File: config.mk
export PLATFORM = sky130hd
export DESIGN_NAME = tmds_multi_encoder
export DESIGN_NICKNAME = d
export VERILOG_FILES = /design/src/rtl/tmds_pkg.sv /design/src/rtl/tmds_multi_encoder_if.sv /design/src/rtl/tmds_lane.sv /design/src/rtl/tmds_multi_encoder.sv
export SDC_FILE = /design/constraint.sdc
export NUM_CORES = 1
export LEC_CHECK = 0
export ABC_CLOCK_PERIOD_IN_PS = 3990
export CAP_MARGIN = 15
export CORE_ASPECT_RATIO = 0.5
export CORE_MARGIN = 3
export CORE_UTILIZATION = 35
export CTS_CLUSTER_SIZE = 8
export DETAILED_ROUTE_END_ITERATION = 12
export SLEW_MARGIN = 10
export SYNTH_ARGS = -nofsm -noshare
export SYNTH_HDL_FRONTEND = slang
export SYNTH_SLANG_ARGS = --single-unit
File: constraint.sdc
create_clock -name clk_in -period 3.99 [get_ports clk_in]
set_input_delay 0.798 -clock clk_in [delete_from_list [all_inputs] [get_ports clk_in]]
set_output_delay 0.798 -clock clk_in [all_outputs]
set_load 0.05 [all_outputs]
File: src/rtl/tmds_pkg.sv
// Shared TMDS definitions: encode modes, fixed control/guard symbols and the TERC4 table.
// Every symbol is stored as {bit9..bit0}; bit 0 goes on the wire first.
package tmds_pkg;

    typedef enum logic [2:0] {
        MODE_VIDEO      = 3'd0,
        MODE_CONTROL    = 3'd1,
        MODE_TERC4      = 3'd2,
        MODE_GUARD_VID  = 3'd3,
        MODE_GUARD_DATA = 3'd4
    } tmds_mode_e;

    typedef logic [9:0] tmds_sym_t;

    localparam tmds_sym_t CTRL_CODE [4] = '{
        10'b1101010100, 10'b0010101011, 10'b0101010100, 10'b1010101011
    };

    localparam tmds_sym_t GUARD_A = 10'b1011001100;
    localparam tmds_sym_t GUARD_B = 10'b0100110011;

    localparam tmds_sym_t TERC4_CODE [16] = '{
        10'b1010011100, 10'b1001100011, 10'b1011100100, 10'b1011100010,
        10'b0101110001, 10'b0100011110, 10'b0110001110, 10'b0100111100,
        10'b1011001100, 10'b0100111001, 10'b0110011100, 10'b1011000110,
        10'b1010001110, 10'b1001110001, 10'b0101100011, 10'b1011000011
    };

    // Unused encodings 5-7 fold onto CONTROL so the link always carries a legal symbol.
    function automatic tmds_mode_e decode_mode(input logic [2:0] raw);
        return (raw > 3'd4) ? MODE_CONTROL : tmds_mode_e'(raw);
    endfunction

    function automatic logic [3:0] ones8(input logic [7:0] v);
        logic [3:0] n;
        n = '0;
        for (int i = 0; i < 8; i++) n = n + {3'b000, v[i]};
        return n;
    endfunction

endpackage

File: src/rtl/tmds_multi_encoder_if.sv
// Encoder bus: shared mode plus per-channel data/control/aux in, symbols and valid out.
// The master drives pixel-side inputs; the slave (an encoder) returns symbols.
interface tmds_multi_encoder_if #(
    parameter int NUM_CH = 3
);
    logic [2:0]           mode;
    logic [NUM_CH*8-1:0]  data;
    logic [NUM_CH*2-1:0]  ctrl;
    logic [NUM_CH*4-1:0]  aux;
    logic [NUM_CH*10-1:0] tmds;
    logic                 valid;

    modport master (output mode, data, ctrl, aux, input tmds, valid);
    modport slave  (input mode, data, ctrl, aux, output tmds, valid);
endinterface

File: src/rtl/tmds_lane.sv
// One TMDS channel: stage 1 registers inputs with q_m and its ones count,
// stage 2 picks the output symbol and keeps this lane's running disparity.
module tmds_lane
    import tmds_pkg::*;
#(
    parameter int CH      = 0,
    parameter int TALLY_W = 5
) (
    input logic                 clk_in,
    input logic                 rst_n_in,
    tmds_multi_encoder_if.slave bus
);

    localparam logic [TALLY_W-1:0] TALLY_TWO = TALLY_W'(2);

    tmds_mode_e         mode_q, mode_d;
    logic [8:0]         qm_q, qm_d;
    logic [3:0]         n1_q, n1_d;
    logic [1:0]         ctrl_q, ctrl_d;
    logic [3:0]         aux_q, aux_d;
    logic               valid1_q, valid1_d;
    logic               valid_q, valid_d;
    tmds_sym_t          tmds_q, tmds_d;
    logic [TALLY_W-1:0] tally_q, tally_d;

    logic [7:0]         din;
    logic [3:0]         din_ones;
    logic               use_xnor;
    logic [TALLY_W-1:0] n1_t, n0_t;
    logic               tally_pos, tally_neg;

    // NOTE: every always_comb output gets a default first so no path can infer a latch.
    always_comb begin
        din      = bus.data[7:0];
        din_ones = ones8(din);
        use_xnor = (din_ones > 4'd4) || ((din_ones == 4'd4) && !din[0]);
        qm_d     = '0;
        qm_d[0]  = din[0];
        for (int i = 1; i < 8; i++) begin
            qm_d[i] = use_xnor ? ~(qm_d[i-1] ^ din[i]) : (qm_d[i-1] ^ din[i]);
        end
        qm_d[8]  = ~use_xnor;
        n1_d     = ones8(qm_d[7:0]);
        mode_d   = decode_mode(bus.mode);
        ctrl_d   = bus.ctrl[1:0];
        aux_d    = bus.aux[3:0];
        valid1_d = 1'b1;
    end

    always_comb begin
        n1_t      = TALLY_W'(n1_q);
        n0_t      = TALLY_W'(4'd8 - n1_q);
        tally_neg = tally_q[TALLY_W-1];
        tally_pos = !tally_neg && (tally_q != '0);
        tally_d   = '0;
        tmds_d    = CTRL_CODE[ctrl_q];
        valid_d   = valid1_q;
        case (mode_q)
            MODE_VIDEO: begin
                if ((tally_q == '0) || (n1_q == 4'd4)) begin
                    tmds_d  = qm_q[8] ? {2'b01, qm_q[7:0]} : {2'b10, ~qm_q[7:0]};
                    tally_d = qm_q[8] ? (tally_q + n1_t - n0_t) : (tally_q + n0_t - n1_t);
                end else if ((tally_pos && (n1_q > 4'd4)) || (tally_neg && (n1_q < 4'd4))) begin
                    tmds_d  = {1'b1, qm_q[8], ~qm_q[7:0]};
                    tally_d = tally_q + (qm_q[8] ? TALLY_TWO : '0) + n0_t - n1_t;
                end else begin
                    tmds_d  = {1'b0, qm_q[8], qm_q[7:0]};
                    tally_d = tally_q - (qm_q[8] ? '0 : TALLY_TWO) + n1_t - n0_t;
                end
            end
            MODE_TERC4:      tmds_d = TERC4_CODE[aux_q];
            MODE_GUARD_VID:  tmds_d = (CH == 1) ? GUARD_B : GUARD_A;
            MODE_GUARD_DATA: tmds_d = ((CH == 1) || (CH == 2)) ? GUARD_B
                                                                : TERC4_CODE[{2'b11, ctrl_q}];
            default:         tmds_d = CTRL_CODE[ctrl_q];
        endcase
    end

    // NOTE: state updates are non-blocking so every flop samples pre-edge values.
    // Reset parks the pipeline in CONTROL with a zero tally, so nothing survives an abort.
    always_ff @(posedge clk_in or negedge rst_n_in) begin
        if (!rst_n_in) begin
            mode_q   <= MODE_CONTROL;
            qm_q     <= '0;
            n1_q     <= '0;
            ctrl_q   <= '0;
            aux_q    <= '0;
            valid1_q <= 1'b0;
            valid_q  <= 1'b0;
            tmds_q   <= '0;
            tally_q  <= '0;
        end else begin
            mode_q   <= mode_d;
            qm_q     <= qm_d;
            n1_q     <= n1_d;
            ctrl_q   <= ctrl_d;
            aux_q    <= aux_d;
            valid1_q <= valid1_d;
            valid_q  <= valid_d;
            tmds_q   <= tmds_d;
            tally_q  <= tally_d;
        end
    end

    assign bus.tmds  = tmds_q;
    assign bus.valid = valid_q;

endmodule

File: src/rtl/tmds_multi_encoder.sv
// NUM_CH independent TMDS encoders sharing one mode, each a two-stage tmds_lane.
// Channel k uses bits [8k+7:8k] of data_in and emits tmds_out[10k+9:10k].
module tmds_multi_encoder #(
    parameter int NUM_CH  = 3,
    parameter int TALLY_W = 5
) (
    input  logic                 clk_in,
    input  logic                 rst_n_in,
    input  logic [2:0]           mode_in,
    input  logic [NUM_CH*8-1:0]  data_in,
    input  logic [NUM_CH*2-1:0]  ctrl_in,
    input  logic [NUM_CH*4-1:0]  aux_in,
    output logic [NUM_CH*10-1:0] tmds_out,
    output logic                 valid_out
);

    logic [NUM_CH-1:0] lane_valid;

    for (genvar k = 0; k < NUM_CH; k++) begin : g_lane
        tmds_multi_encoder_if #(.NUM_CH(1)) lane_bus ();

        assign lane_bus.mode = mode_in;
        assign lane_bus.data = data_in[8*k +: 8];
        assign lane_bus.ctrl = ctrl_in[2*k +: 2];
        assign lane_bus.aux  = aux_in[4*k +: 4];

        tmds_lane #(
            .CH      (k),
            .TALLY_W (TALLY_W)
        ) u_lane (
            .clk_in   (clk_in),
            .rst_n_in (rst_n_in),
            .bus      (lane_bus)
        );

        assign tmds_out[10*k +: 10] = lane_bus.tmds;
        assign lane_valid[k]        = lane_bus.valid;
    end

    // All lanes share reset and clock, so their valid flags move together.
    assign valid_out = &lane_valid;

endmodule

==> results_dict.tcl <==
set metrics [dict create \
    finalSetupViolCount 13 \
    cp_cell_sequence "buf_8 > ha_4 > inv_2 > fa_1 > fa_1 > inv_2 > fa_2 > fa_1 > nor3b_2 > o21ai_2 > a21oi_2 > xnor2_2 > ha_1 > inv_1 > fa_1 > inv_1 > fa_1 > inv_1 > fa_2 > fa_2 > inv_1" \
    path_clk_slew_ps 70 \
    relSlewSlack_pct 47.40 \
    maxCapViolCount 0 \
    timing.final.crit_share_pct 140.7 \
    ys_seq_area_share_pct 28.94 \
    path_common_cell "fa_1" \
    clkLatencyLatePin_ps 360 \
    synth.cell_area_sq_um 9255 \
    antenna_found_initial 0 \
    cp-end-kind "flop" \
    final_cell_mix "inv_1, dfrtp_1, ha_1" \
    drive_above_1_share_pct 15.49 \
    timing.hold.worst.class "reg2reg" \
    first_pass_iters 6 \
    nets 1312 \
    skew_ps 7.675 \
    grt_first_pass_wirelength_um 36890 \
    path_max_fanout 2 \
    start_util_pct 36.16 \
    core_sq_um 25600 \
    area_delta_synth_final_pct 24.46 \
    hold_violations 0 \
    first_iter_violations 331 \
    worstPathArrival_ps 5860 \
    outcome "complete, but fails checks" \
    finalCriticalPeriod_ps 5613 \
    cts_tree "built" \
    die_area_sq_um 28550 \
    drv_slew 0 \
    violations "negative setup slack" \
    die_h_um 121.0 \
    yosysWarnings 0 \
    dpl_cell_area_sq_um 10920 \
    tightest_slew_ps 786.5 \
    io_pins 78 \
    r2r_slack_ps 470 \
    dp_hpwl_um 16990 \
    synth_edf_count 0 \
    max_freq_mhz 178.2 \
    wl_per_cell_um 14.90 \
    routed_via_density 4.944 \
    synth_cells 982 \
    track_usage_pct 15.80 \
    crit_required_ps 4240 \
    vias 7253 \
    drt_wl_total_um 21860 \
    instances_no_fill 1467 \
    fin_ws_ps -1623 \
    final_core_util_pct 45.00 \
    final_cell_area_sq_um 11520 \
    whs_ps 358.5 \
    clockBufferDepth 2 \
    async_flop_share_pct 100.0 \
    clkSinkCount 107 \
    crit_path_top_delay_cell "fa_2" \
    synth_cell_type_count 66 \
    placed_cells 1432 \
    ant_nets 0 \
    grt_start_max_net_pins 57 \
    cts_made_buffers 9 \
    synth_nets 1176 \
    synth_flop_cell "dfrtp_1" \
    drc 0 \
    htree_levels 3 \
    ys_seq_elements 107 \
    postSynthAreaPerCell_sq_um 9.425 \
    crit_buf_inv 7 \
    cp_top_family "adder cells" \
    path_class "in2reg" \
    die_w_um 236.0 \
    grt_pass1_vias 7494 \
    diodes 0 \
    root_buffer "clkbuf_16" \
    gp_congestion 0.9011 \
    crit_path_start_kind "input port" \
    rows 41 \
    final_common_cell "inv_1" \
    cpPeakStageDelay_ps 530 \
    gr-total-overflow 0 \
    rsz0062_at_grt "yes" \
    port_buffers 77 \
]
per-stage QoR:
stage | TNS [ps] | setup slack [ps]
6_report | -17020 | -1623
4_1_cts | -19860 | -1810
3_5_place_dp | -31500 | -2398
2_1_floorplan | -18570 | -1817
3_3_place_gp | -28890 | -2316
5_1_grt | -19230 | -1796
final timing paths:
kind | start | end | cells past startpoint
worst min-delay path | g_lane[2].u_lane.valid1_q$_DFF_PN0_ | g_lane[2].u_lane.bus.valid$_DFF_PN0_ | 0
worst min register to register | g_lane[2].u_lane.valid1_q$_DFF_PN0_ | g_lane[2].u_lane.bus.valid$_DFF_PN0_ | 0
worst max-delay path | data_in[8] | g_lane[1].u_lane.n1_q[1]$_DFF_PN0_ | 21
worst max register to register | g_lane[0].u_lane.n1_q[0]$_DFF_PN0_ | g_lane[0].u_lane.tally_q[4]$_DFF_PN0_ | 12
min in group asynchronous | rst_n_in | g_lane[1].u_lane.tally_q[4]$_DFF_PN0_ | 1
max in group asynchronous | rst_n_in | g_lane[2].u_lane.qm_q[4]$_DFF_PN0_ | 2
cells in the mapped netlist (17+ instances only):
cell,number,area (sq um)
a21o_1,17,127.6
a21oi_1,72,360.4
clkbuf_1,31,116.4
dfrtp_1,106,2653
fa_1,45,900.9
ha_1,102,1276
inv_1,124,465.5
nand2_1,49,183.9
nor2_1,49,183.9
nor2b_1,19,118.9
o21ai_0,62,310.3
xnor2_1,71,621.9
xor2_1,53,464.2
metal layers:
layer / GRT usage [%] / vias to the layer above / routed length, um
li1: - / 3585 / -
met1: 19.92 / 3508 / 9697
met2: 27.95 / 128 / 10880
met3: 2.634 / 32 / 786
met4: 4.856 / 0 / 491
met5: 0 / - / 0
kinds of logic after synthesis:
logic type               Yosys count  share of synthesized area [%]
AO/OA/AOI/OAI                    235                          16.13
XOR/XNOR                         129                          12.95
adder cells (fa/ha/maj)          147                          23.52
buffers and inverters            166                          6.895
flip-flops                       107                          28.94
multiplexers                      12                          1.325
other                              1                        0.04052
AND/OR/NAND/NOR                  185                          10.19
what timing repair did:
item,4_1_cts,5_1_grt
buffers inserted,32,11
hold buffers,0,0
resized for setup,68,12
pin swaps,39,30
setup endpoints to repair,20,21
sequential cells by signal (all words and copies together), names as in the netlist:
name and flops:
g_lane.u_lane.aux_q 12, g_lane.u_lane.bus.tmds 30, g_lane.u_lane.bus.valid 1, g_lane.u_lane.ctrl_q 6, g_lane.u_lane.mode_q 3, g_lane.u_lane.n1_q 12
g_lane.u_lane.qm_q 27, g_lane.u_lane.tally_q 15, g_lane.u_lane.valid1_q 1
final cells by class:
| type | count | area [sq um] |
|---|---|---|
| well taps | 344 | 430.4 |
| inverters | 125 | 469.2 |
| repair buffers | 166 | 1490 |
| flip-flops and latches | 107 | 2679 |
| clock inverters | 6 | 48.80 |
| multi-input cells | 709 | 6162 |
| fillers | 2395 | 14080 |
| clock buffers | 10 | 239.0 |
Power is not shown: default switching activity piles up to over one toggle a cycle in this logic, so the estimate is an artifact.
